`src/rtl/piano_tone_arbiter.sv`:
```
`default_nettype none
// +--------------------------------------------------------------------------+
// | Module      : piano_tone_arbiter                                         |
// | Description : Fixed-priority beeper arbiter (chirp > manual > song) with |
// |               a silent gap on hand-over and song beat freeze.            |
// |               Optional ARB_HOLD_EN enforces minimum manual ownership.    |
// | Revision    : 1.0 - initial release                                      |
// +--------------------------------------------------------------------------+
module piano_tone_arbiter #(
  parameter int                NOTE_W       = 5,
  parameter int                GAP_CYC      = 12000,
  parameter int                CHIRP_CYC    = 600000,
  parameter logic [NOTE_W-1:0] CHIRP_NOTE   = NOTE_W'(15),
  parameter int                MIN_HOLD_CYC = 1200000
) (
  input  logic              clk,
  input  logic              rst,
  input  logic              chirp_trig,
  input  logic              key_valid,
  input  logic [NOTE_W-1:0] key_note,
  input  logic              song_req,
  input  logic [NOTE_W-1:0] song_note,
  output logic              tone_en,
  output logic [NOTE_W-1:0] tone_note,
  output logic [1:0]        owner,
  output logic              song_pause,
  output logic              busy
);

  localparam int c_MAX_GC = (GAP_CYC > CHIRP_CYC) ? GAP_CYC : CHIRP_CYC;
`ifdef ARB_HOLD_EN
  localparam bit c_HOLD_EN = 1'b1;
  localparam int c_MAX_CYC = (MIN_HOLD_CYC > c_MAX_GC) ? MIN_HOLD_CYC : c_MAX_GC;
`else
  localparam bit c_HOLD_EN = 1'b0;
  localparam int c_MAX_CYC = c_MAX_GC;
`endif
  localparam int                 c_CNT_W      = (c_MAX_CYC > 2) ? $clog2(c_MAX_CYC) : 1;
  localparam logic [c_CNT_W-1:0] c_CNT_SAT    = c_CNT_W'(c_MAX_CYC - 1);
  localparam logic [c_CNT_W-1:0] c_GAP_LAST   = c_CNT_W'(GAP_CYC - 1);
  localparam logic [c_CNT_W-1:0] c_CHIRP_LAST = c_CNT_W'(CHIRP_CYC - 1);
  localparam logic [c_CNT_W-1:0] c_HOLD_LAST  = c_CNT_W'(MIN_HOLD_CYC - 1);

  typedef enum logic [2:0] {
    ST_IDLE   = 3'd0,
    ST_GAP    = 3'd1,
    ST_CHIRP  = 3'd2,
    ST_MANUAL = 3'd3,
    ST_SONG   = 3'd4
  } state_t;

  state_t              r_state;
  state_t              w_state_nxt;
  state_t              w_win;
  logic [c_CNT_W-1:0]  r_cnt;
  logic [c_CNT_W-1:0]  w_cnt_nxt;
  logic                r_chirp_pending;
  logic                w_pend_nxt;
  logic                w_retrig;
  logic                w_hold;
  logic                r_tone_en;
  logic                w_tone_en_nxt;
  logic [NOTE_W-1:0]   r_tone_note;
  logic [NOTE_W-1:0]   w_tone_note_nxt;
  logic [1:0]          r_owner;
  logic [1:0]          w_owner_nxt;
  logic                r_song_pause;
  logic                r_busy;

  always_ff @(posedge clk or posedge rst) begin
    if (rst) begin
      r_state         <= ST_IDLE;
      r_cnt           <= '0;
      r_chirp_pending <= 1'b0;
      r_tone_en       <= 1'b0;
      r_tone_note     <= '0;
      r_owner         <= 2'd0;
      r_song_pause    <= 1'b0;
      r_busy          <= 1'b0;
    end else begin
      r_state         <= w_state_nxt;
      r_cnt           <= w_cnt_nxt;
      r_chirp_pending <= w_pend_nxt;
      r_tone_en       <= w_tone_en_nxt;
      r_tone_note     <= w_tone_note_nxt;
      r_owner         <= w_owner_nxt;
      r_song_pause    <= song_req && (w_state_nxt != ST_SONG);
      r_busy          <= (w_state_nxt != ST_IDLE);
    end
  end

  always_comb begin
    w_state_nxt = r_state;
    w_retrig    = 1'b0;
    w_hold      = c_HOLD_EN && (r_cnt < c_HOLD_LAST);

    // Winner used whenever the beeper is silent (IDLE or last gap cycle)
    if (r_chirp_pending || chirp_trig) w_win = ST_CHIRP;
    else if (key_valid)                w_win = ST_MANUAL;
    else if (song_req)                 w_win = ST_SONG;
    else                               w_win = ST_IDLE;

    case (r_state)
      ST_IDLE: w_state_nxt = w_win;
      ST_GAP: begin
        if (r_cnt == c_GAP_LAST) w_state_nxt = w_win;
      end
      ST_CHIRP: begin
        if (chirp_trig) w_retrig = 1'b1;
        else if (r_cnt == c_CHIRP_LAST)
          w_state_nxt = (key_valid || song_req) ? ST_GAP : ST_IDLE;
      end
      ST_MANUAL: begin
        if (chirp_trig) w_state_nxt = ST_GAP;
        else if (!key_valid && !w_hold)
          w_state_nxt = song_req ? ST_GAP : ST_IDLE;
      end
      ST_SONG: begin
        if (chirp_trig || key_valid) w_state_nxt = ST_GAP;
        else if (!song_req)          w_state_nxt = ST_IDLE;
      end
      default: w_state_nxt = ST_IDLE;
    endcase

    if ((w_state_nxt != r_state) || w_retrig) w_cnt_nxt = '0;
    else if (r_cnt == c_CNT_SAT)              w_cnt_nxt = r_cnt;
    else                                      w_cnt_nxt = r_cnt + c_CNT_W'(1);

    if ((r_state == ST_CHIRP) && (w_state_nxt != ST_CHIRP)) w_pend_nxt = 1'b0;
    else w_pend_nxt = r_chirp_pending || chirp_trig;

    w_tone_en_nxt   = 1'b0;
    w_tone_note_nxt = '0;
    w_owner_nxt     = 2'd0;
    case (w_state_nxt)
      ST_GAP: w_tone_note_nxt = r_tone_note;
      ST_CHIRP: begin
        w_tone_en_nxt   = 1'b1;
        w_tone_note_nxt = CHIRP_NOTE;
        w_owner_nxt     = 2'd3;
      end
      ST_MANUAL: begin
        // A released key inside the hold window keeps ownership silently
        w_owner_nxt = 2'd2;
        if (key_valid) begin
          w_tone_note_nxt = key_note;
          w_tone_en_nxt   = |key_note;
        end
      end
      ST_SONG: begin
        w_owner_nxt     = 2'd1;
        w_tone_note_nxt = song_note;
        w_tone_en_nxt   = |song_note;
      end
      default: ;
    endcase
  end

  assign tone_en    = r_tone_en;
  assign tone_note  = r_tone_note;
  assign owner      = r_owner;
  assign song_pause = r_song_pause;
  assign busy       = r_busy;

endmodule
`default_nettype wire

```
`config.mk`:
```
export PLATFORM = sky130hd
export DESIGN_NAME = piano_tone_arbiter
export DESIGN_NICKNAME = d
export VERILOG_FILES = /design/src/rtl/piano_tone_arbiter.sv
export SDC_FILE = /design/constraint.sdc
export NUM_CORES = 1
export LEC_CHECK = 0
export BUFFER_PORTS_ARGS = -buffer_cell sky130_fd_sc_hd__buf_2
export CAP_MARGIN = 20
export CORE_ASPECT_RATIO = 1.5
export CORE_MARGIN = 2
export CORE_UTILIZATION = 51
export CTS_CLUSTER_SIZE = 20
export DETAILED_ROUTE_END_ITERATION = 8
export GPL_ROUTABILITY_DRIVEN = 0
export PLACE_DENSITY = 0.77
export SYNTH_ARGS = -nofsm -noshare
export SYNTH_HDL_FRONTEND = slang
export SYNTH_SLANG_ARGS = --single-unit
```
`constraint.sdc`:
```
create_clock -name clk -period 1.9 [get_ports clk]
set_input_delay 0.095 -clock clk [delete_from_list [all_inputs] [get_ports clk]]
set_output_delay 0.095 -clock clk [all_outputs]
set_load 0.01 [all_outputs]
```
==> results.txt <==
The clock-pin slew on the worst setup and hold paths came out at 0.08 ns. In the synthesized netlist the async set-or-reset flop fraction comes to between 90% and 100%. The total detailed-routing wirelength came out at 4800 um.

The worst setup path is of the flip-flop to flip-flop kind. Setup repair after global routing could not meet its margin everywhere. The cell with the largest stage delay on the worst path is sky130_fd_sc_hd__dfrtp_1. The placed standard-cell area came out at 2280 um^2. The wire length of the first global-routing pass is 7930 um. The worst setup path is captured at a flip-flop.

The later pin in the worst-skew pair is clocked with a latency of 0.30 ns. Combinational logic burns 49.6% of the power. Once layout is done, the placed cells without fillers occupy 2540 um^2.

The number of enable flip-flop cells after synthesis is 0. The worst max-slew margin expressed relative to the limit came out at a little under three quarters. Among all flip-flop cells after synthesis, the most frequent one is sky130_fd_sc_hd__dfrtp_1. The number of antenna violations at the first check in global routing came out at 0.

The peak fanout along the critical path came out at 4. The largest net degree at the start of global routing is 35. The final clock skew came out at 0.0139 ns. The clock network is responsible for about a fifth of the overall power. The largest vdd supply drop is 0.767 mV. The per-cell routed wire length is 15.9 um.

The reported leakage power came out at approximately 1.2 nW. The number of diodes is 0. After synthesis the cells add up to 1870 um^2. The share of cells above drive strength 1 is approximately 43%. Once the floorplan was initialized, standard cells occupied between 50 and 60% of the core. The deepest clock path buffer count is 2.

Synthesis produced a netlist with a net count of 209. A synthesized cell averages slightly below 10 um^2. Counting every sink on the clock net gives 34.

The pre-antenna-repair detailed-routing pass consisted of 5 iterations. The net switching share of the total power came out at between 30% and 40%. The worst setup path is launched from a flip-flop.

For the worst setup path, the data required time is ~2.1 ns. The sequential fraction of the synthesis area is ~46%. On the worst path, the slowest cell contributes a delay of 0.40 ns. The class of the tightest hold or removal check is input port to flip-flop.

Summing all multi-input logic gate instances after layout gives 1050 um^2. The HPWL after detailed placement is 3210 um. The area growth from synthesis to layout is 35.9%.

Measured along the x axis, the die boundary spans 53.4 um. Setup violations remaining at the end of the flow were counted as 29. The tree is rooted in a sky130_fd_sc_hd__clkbuf_8. The hold violation total from the final report is 0. Summed over all nets, the switching power comes to 0.00120 W. The worst hold endpoint is tone_note[0]. Tracing the worst setup path back leads to its startpoint at r_cnt[14]. During synthesis, Yosys emitted a total of 0 warnings. The terminus of the critical flop-to-flop path is tone_note[4]. The minimum setup slack in the final design came out at -0.248 ns. The worst reg-to-reg path cell count is 6.

The smallest clock period supported by the final layout is computed as 2.15 ns. The number of max-slew violations in the final report came out at 0. The data arrival time of the critical path came out at 2.33 ns. The initial detailed-routing violation count is ~80.

The total number of vias is 1708. Traced cell by cell, the critical path runs through nor4_4 > nand4_1 > o41ai_2 > a21boi_4 > and4b_1 > a221o_1. Across the whole layout, storage elements account for 851 um^2. The area of the core region is 3450 um^2. Along the worst hold path, the cell count comes to 2. The distinct cell type count of the synthesized netlist came out at 51. The number of nets in the layout came out at 274.

After technology mapping, the gate count stands at 193. The tool flagged a number of max-cap violations equal to 0. Sequential cells burn about 30% of the power. After layout, the worst path uses 113% of the clock period.

The final reports fail on setup timing. The startpoint of the most critical hold path is song_note[0]. The aggregate global routing overflow is 0.

The via count of the first global-routing pass is 1753. The floorplan row count came out at 26. The die is 78.1 um tall.

The launch instance of the worst register-to-register path is r_cnt[14]. For this run, design rule violations remaining after detail routing come to 0. The detail route stage leaves a number of antenna-violating nets equal to 0.

The ratio of total power to cell area is 1270 nW/um^2. Across all register-to-register paths, the minimum setup slack is -0.25 ns. The run finished, with violations left. The number of clock buffers inserted by TritonCTS came out at 5. The internal portion of the total power is 0.00202 W. The detail-routed via count per cell came out at 5.67. The number of fill cells came out at 242. The register bit count reported by yosys came out at 34. The H-tree was split into 2 levels. The number of buffer cells added on primary ports came out at 24.

The actual slew at the worst max-slew pin came out at 0.424 ns. The achievable clock frequency is 466 MHz. The overall fraction of global-route tracks in use is 26.1%. The top-level port count came out at 25.

Total power for the finished layout comes to 0.00322 W. TritonCTS built the clock tree. The floorplan step defined a die boundary enclosing approximately 4200 um^2.
-- sequential cells by signal, indices dropped and copies added, names as in the netlist --
signal and count:
r_state 3, song_pause 1, r_chirp_pending 1, r_cnt 20, busy 1, tone_en 1
owner 2, tone_note 5
-- per-layer routing --
layer	part of all wire, %	wire, um	up-vias	GRT usage [%]
li1	-	-	809	-
met1	37	1780	809	27.7
met2	53	2540	73	44.1
met3	5.7	275	17	7.98
met4	4.1	197	0	14.1
met5	0	0	-	0
-- how the worst max path moves through the flow --
stage                              end  slack [ns]  depth (start not counted)
after floorplan           tone_note[4]       -0.18                          7
after global placement            busy       -0.14                          6
after detailed placement  tone_note[4]       -0.15                          6
after CTS                 tone_note[4]       -0.16                          6
after global routing      tone_note[4]       -0.35                          6
final                     tone_note[4]       -0.25                          6
-- Yosys cell counts (2+ instances only) --
cell type | instances | area, um^2
sky130_fd_sc_hd__dfrtp_1 | 34 | 851
sky130_fd_sc_hd__nor2_1 | 32 | 120
sky130_fd_sc_hd__nand2_1 | 17 | 63.8
sky130_fd_sc_hd__xor2_1 | 9 | 78.8
sky130_fd_sc_hd__xnor2_1 | 8 | 70.1
sky130_fd_sc_hd__a21oi_1 | 6 | 30.0
sky130_fd_sc_hd__and3_1 | 6 | 37.5
sky130_fd_sc_hd__inv_1 | 6 | 22.5
sky130_fd_sc_hd__nand3_1 | 6 | 30.0
sky130_fd_sc_hd__a221o_1 | 5 | 50.1
sky130_fd_sc_hd__nand2b_1 | 4 | 25.0
sky130_fd_sc_hd__nor3_1 | 4 | 20.0
sky130_fd_sc_hd__and4b_1 | 3 | 30.0
sky130_fd_sc_hd__clkbuf_1 | 3 | 11.3
sky130_fd_sc_hd__o21ai_0 | 3 | 15.0
sky130_fd_sc_hd__and2_1 | 2 | 12.5
sky130_fd_sc_hd__buf_2 | 2 | 10.0
sky130_fd_sc_hd__buf_6 | 2 | 22.5
sky130_fd_sc_hd__nand4_1 | 2 | 12.5
sky130_fd_sc_hd__nor2b_1 | 2 | 12.5
sky130_fd_sc_hd__nor3b_1 | 2 | 15.0
sky130_fd_sc_hd__o211ai_1 | 2 | 15.0
sky130_fd_sc_hd__o21ai_1 | 2 | 10.0
sky130_fd_sc_hd__or2_2 | 2 | 12.5
sky130_fd_sc_hd__or3_1 | 2 | 12.5
sky130_fd_sc_hd__or4_1 | 2 | 15.0
-- kinds of logic after synthesis --
kind of cell | after synthesis | share of synthesized area, %
buffers and inverters | 13 | 3.55
multiplexers | 1 | 0.535
adder cells (fa/ha/maj) | 1 | 0.669
AO/OA/AOI/OAI | 33 | 15.0
XOR/XNOR | 17 | 7.97
AND/OR/NAND/NOR | 94 | 26.8
flip-flops | 34 | 45.5
-- final cells by class --
| class | instances | area share (%) |
|---|---|---|
| Clock buffer | 5 | 2.71 |
| Clock inverter | 3 | 1.58 |
| Inverter | 6 | 0.985 |
| Multi-Input combinational cell | 146 | 41.2 |
| Sequential cell | 34 | 33.5 |
| Tap cell | 42 | 2.07 |
| Timing Repair Buffer | 65 | 18.0 |
-- layout by cell type (no fill, tap or decap), types with 3 or more instances in the layout --
cell and n:
sky130_fd_sc_hd__a21oi_2 6, sky130_fd_sc_hd__a221o_1 5, sky130_fd_sc_hd__and3_1 6, sky130_fd_sc_hd__and4b_1 3, sky130_fd_sc_hd__buf_2 24, sky130_fd_sc_hd__buf_4 35, sky130_fd_sc_hd__buf_6 4, sky130_fd_sc_hd__clkbuf_8 5
sky130_fd_sc_hd__dfrtp_1 34, sky130_fd_sc_hd__inv_1 4, sky130_fd_sc_hd__nand2_1 17, sky130_fd_sc_hd__nand2b_1 4, sky130_fd_sc_hd__nand3_1 6, sky130_fd_sc_hd__nor2_1 20, sky130_fd_sc_hd__nor2_2 11, sky130_fd_sc_hd__nor3_1 4
sky130_fd_sc_hd__o21ai_0 3, sky130_fd_sc_hd__xnor2_1 8, sky130_fd_sc_hd__xor2_1 9
-- power by group through the flow --
stage	combinational [W]	sequential (W)	clock, W
floorplan	0.000813	0.00101	0
global placement	0.00127	0.000973	0
detailed placement	0.00129	0.000978	0
CTS	0.00148	0.000964	0.000662
global route	0.00174	0.000980	0.000715
finish	0.00160	0.000965	0.000659
-- stage by stage --
step	cells	setup TNS, ns	setup slack, ns	hold slack, ns	util (%)
4_1_cts	298	-2.79	-0.164	0.0410	72.0
5_1_grt	301	-7.70	-0.348	0.0323	73.7
3_5_place_dp	287	-2.67	-0.155	0.207	66.2
6_report	301	-4.36	-0.248	0.0393	73.7
2_1_floorplan	193	-1.64	-0.175	0.218	-
3_3_place_gp	287	-1.45	-0.141	0.200	66.2
-- worst max-delay path, delay by kind of cell (launching register included) --
| kind | cells | cell delay (ns) |
|---|---|---|
| simple gates | 3 | 0.73 |
| compound gates | 3 | 0.90 |
| flops | 1 | 0.40 |
-- repair_timing --
action                                  in CTS  in global routing
pin swaps                                    5                  6
gates resized for setup                     20                 13
hold endpoints to repair                    34                  0
setup buffers                                1                  3
hold buffers                                 1                  0
endpoints found under the setup margin      29                 32
gates cloned                                 1                  0
(Power assumes the default switching activity.)
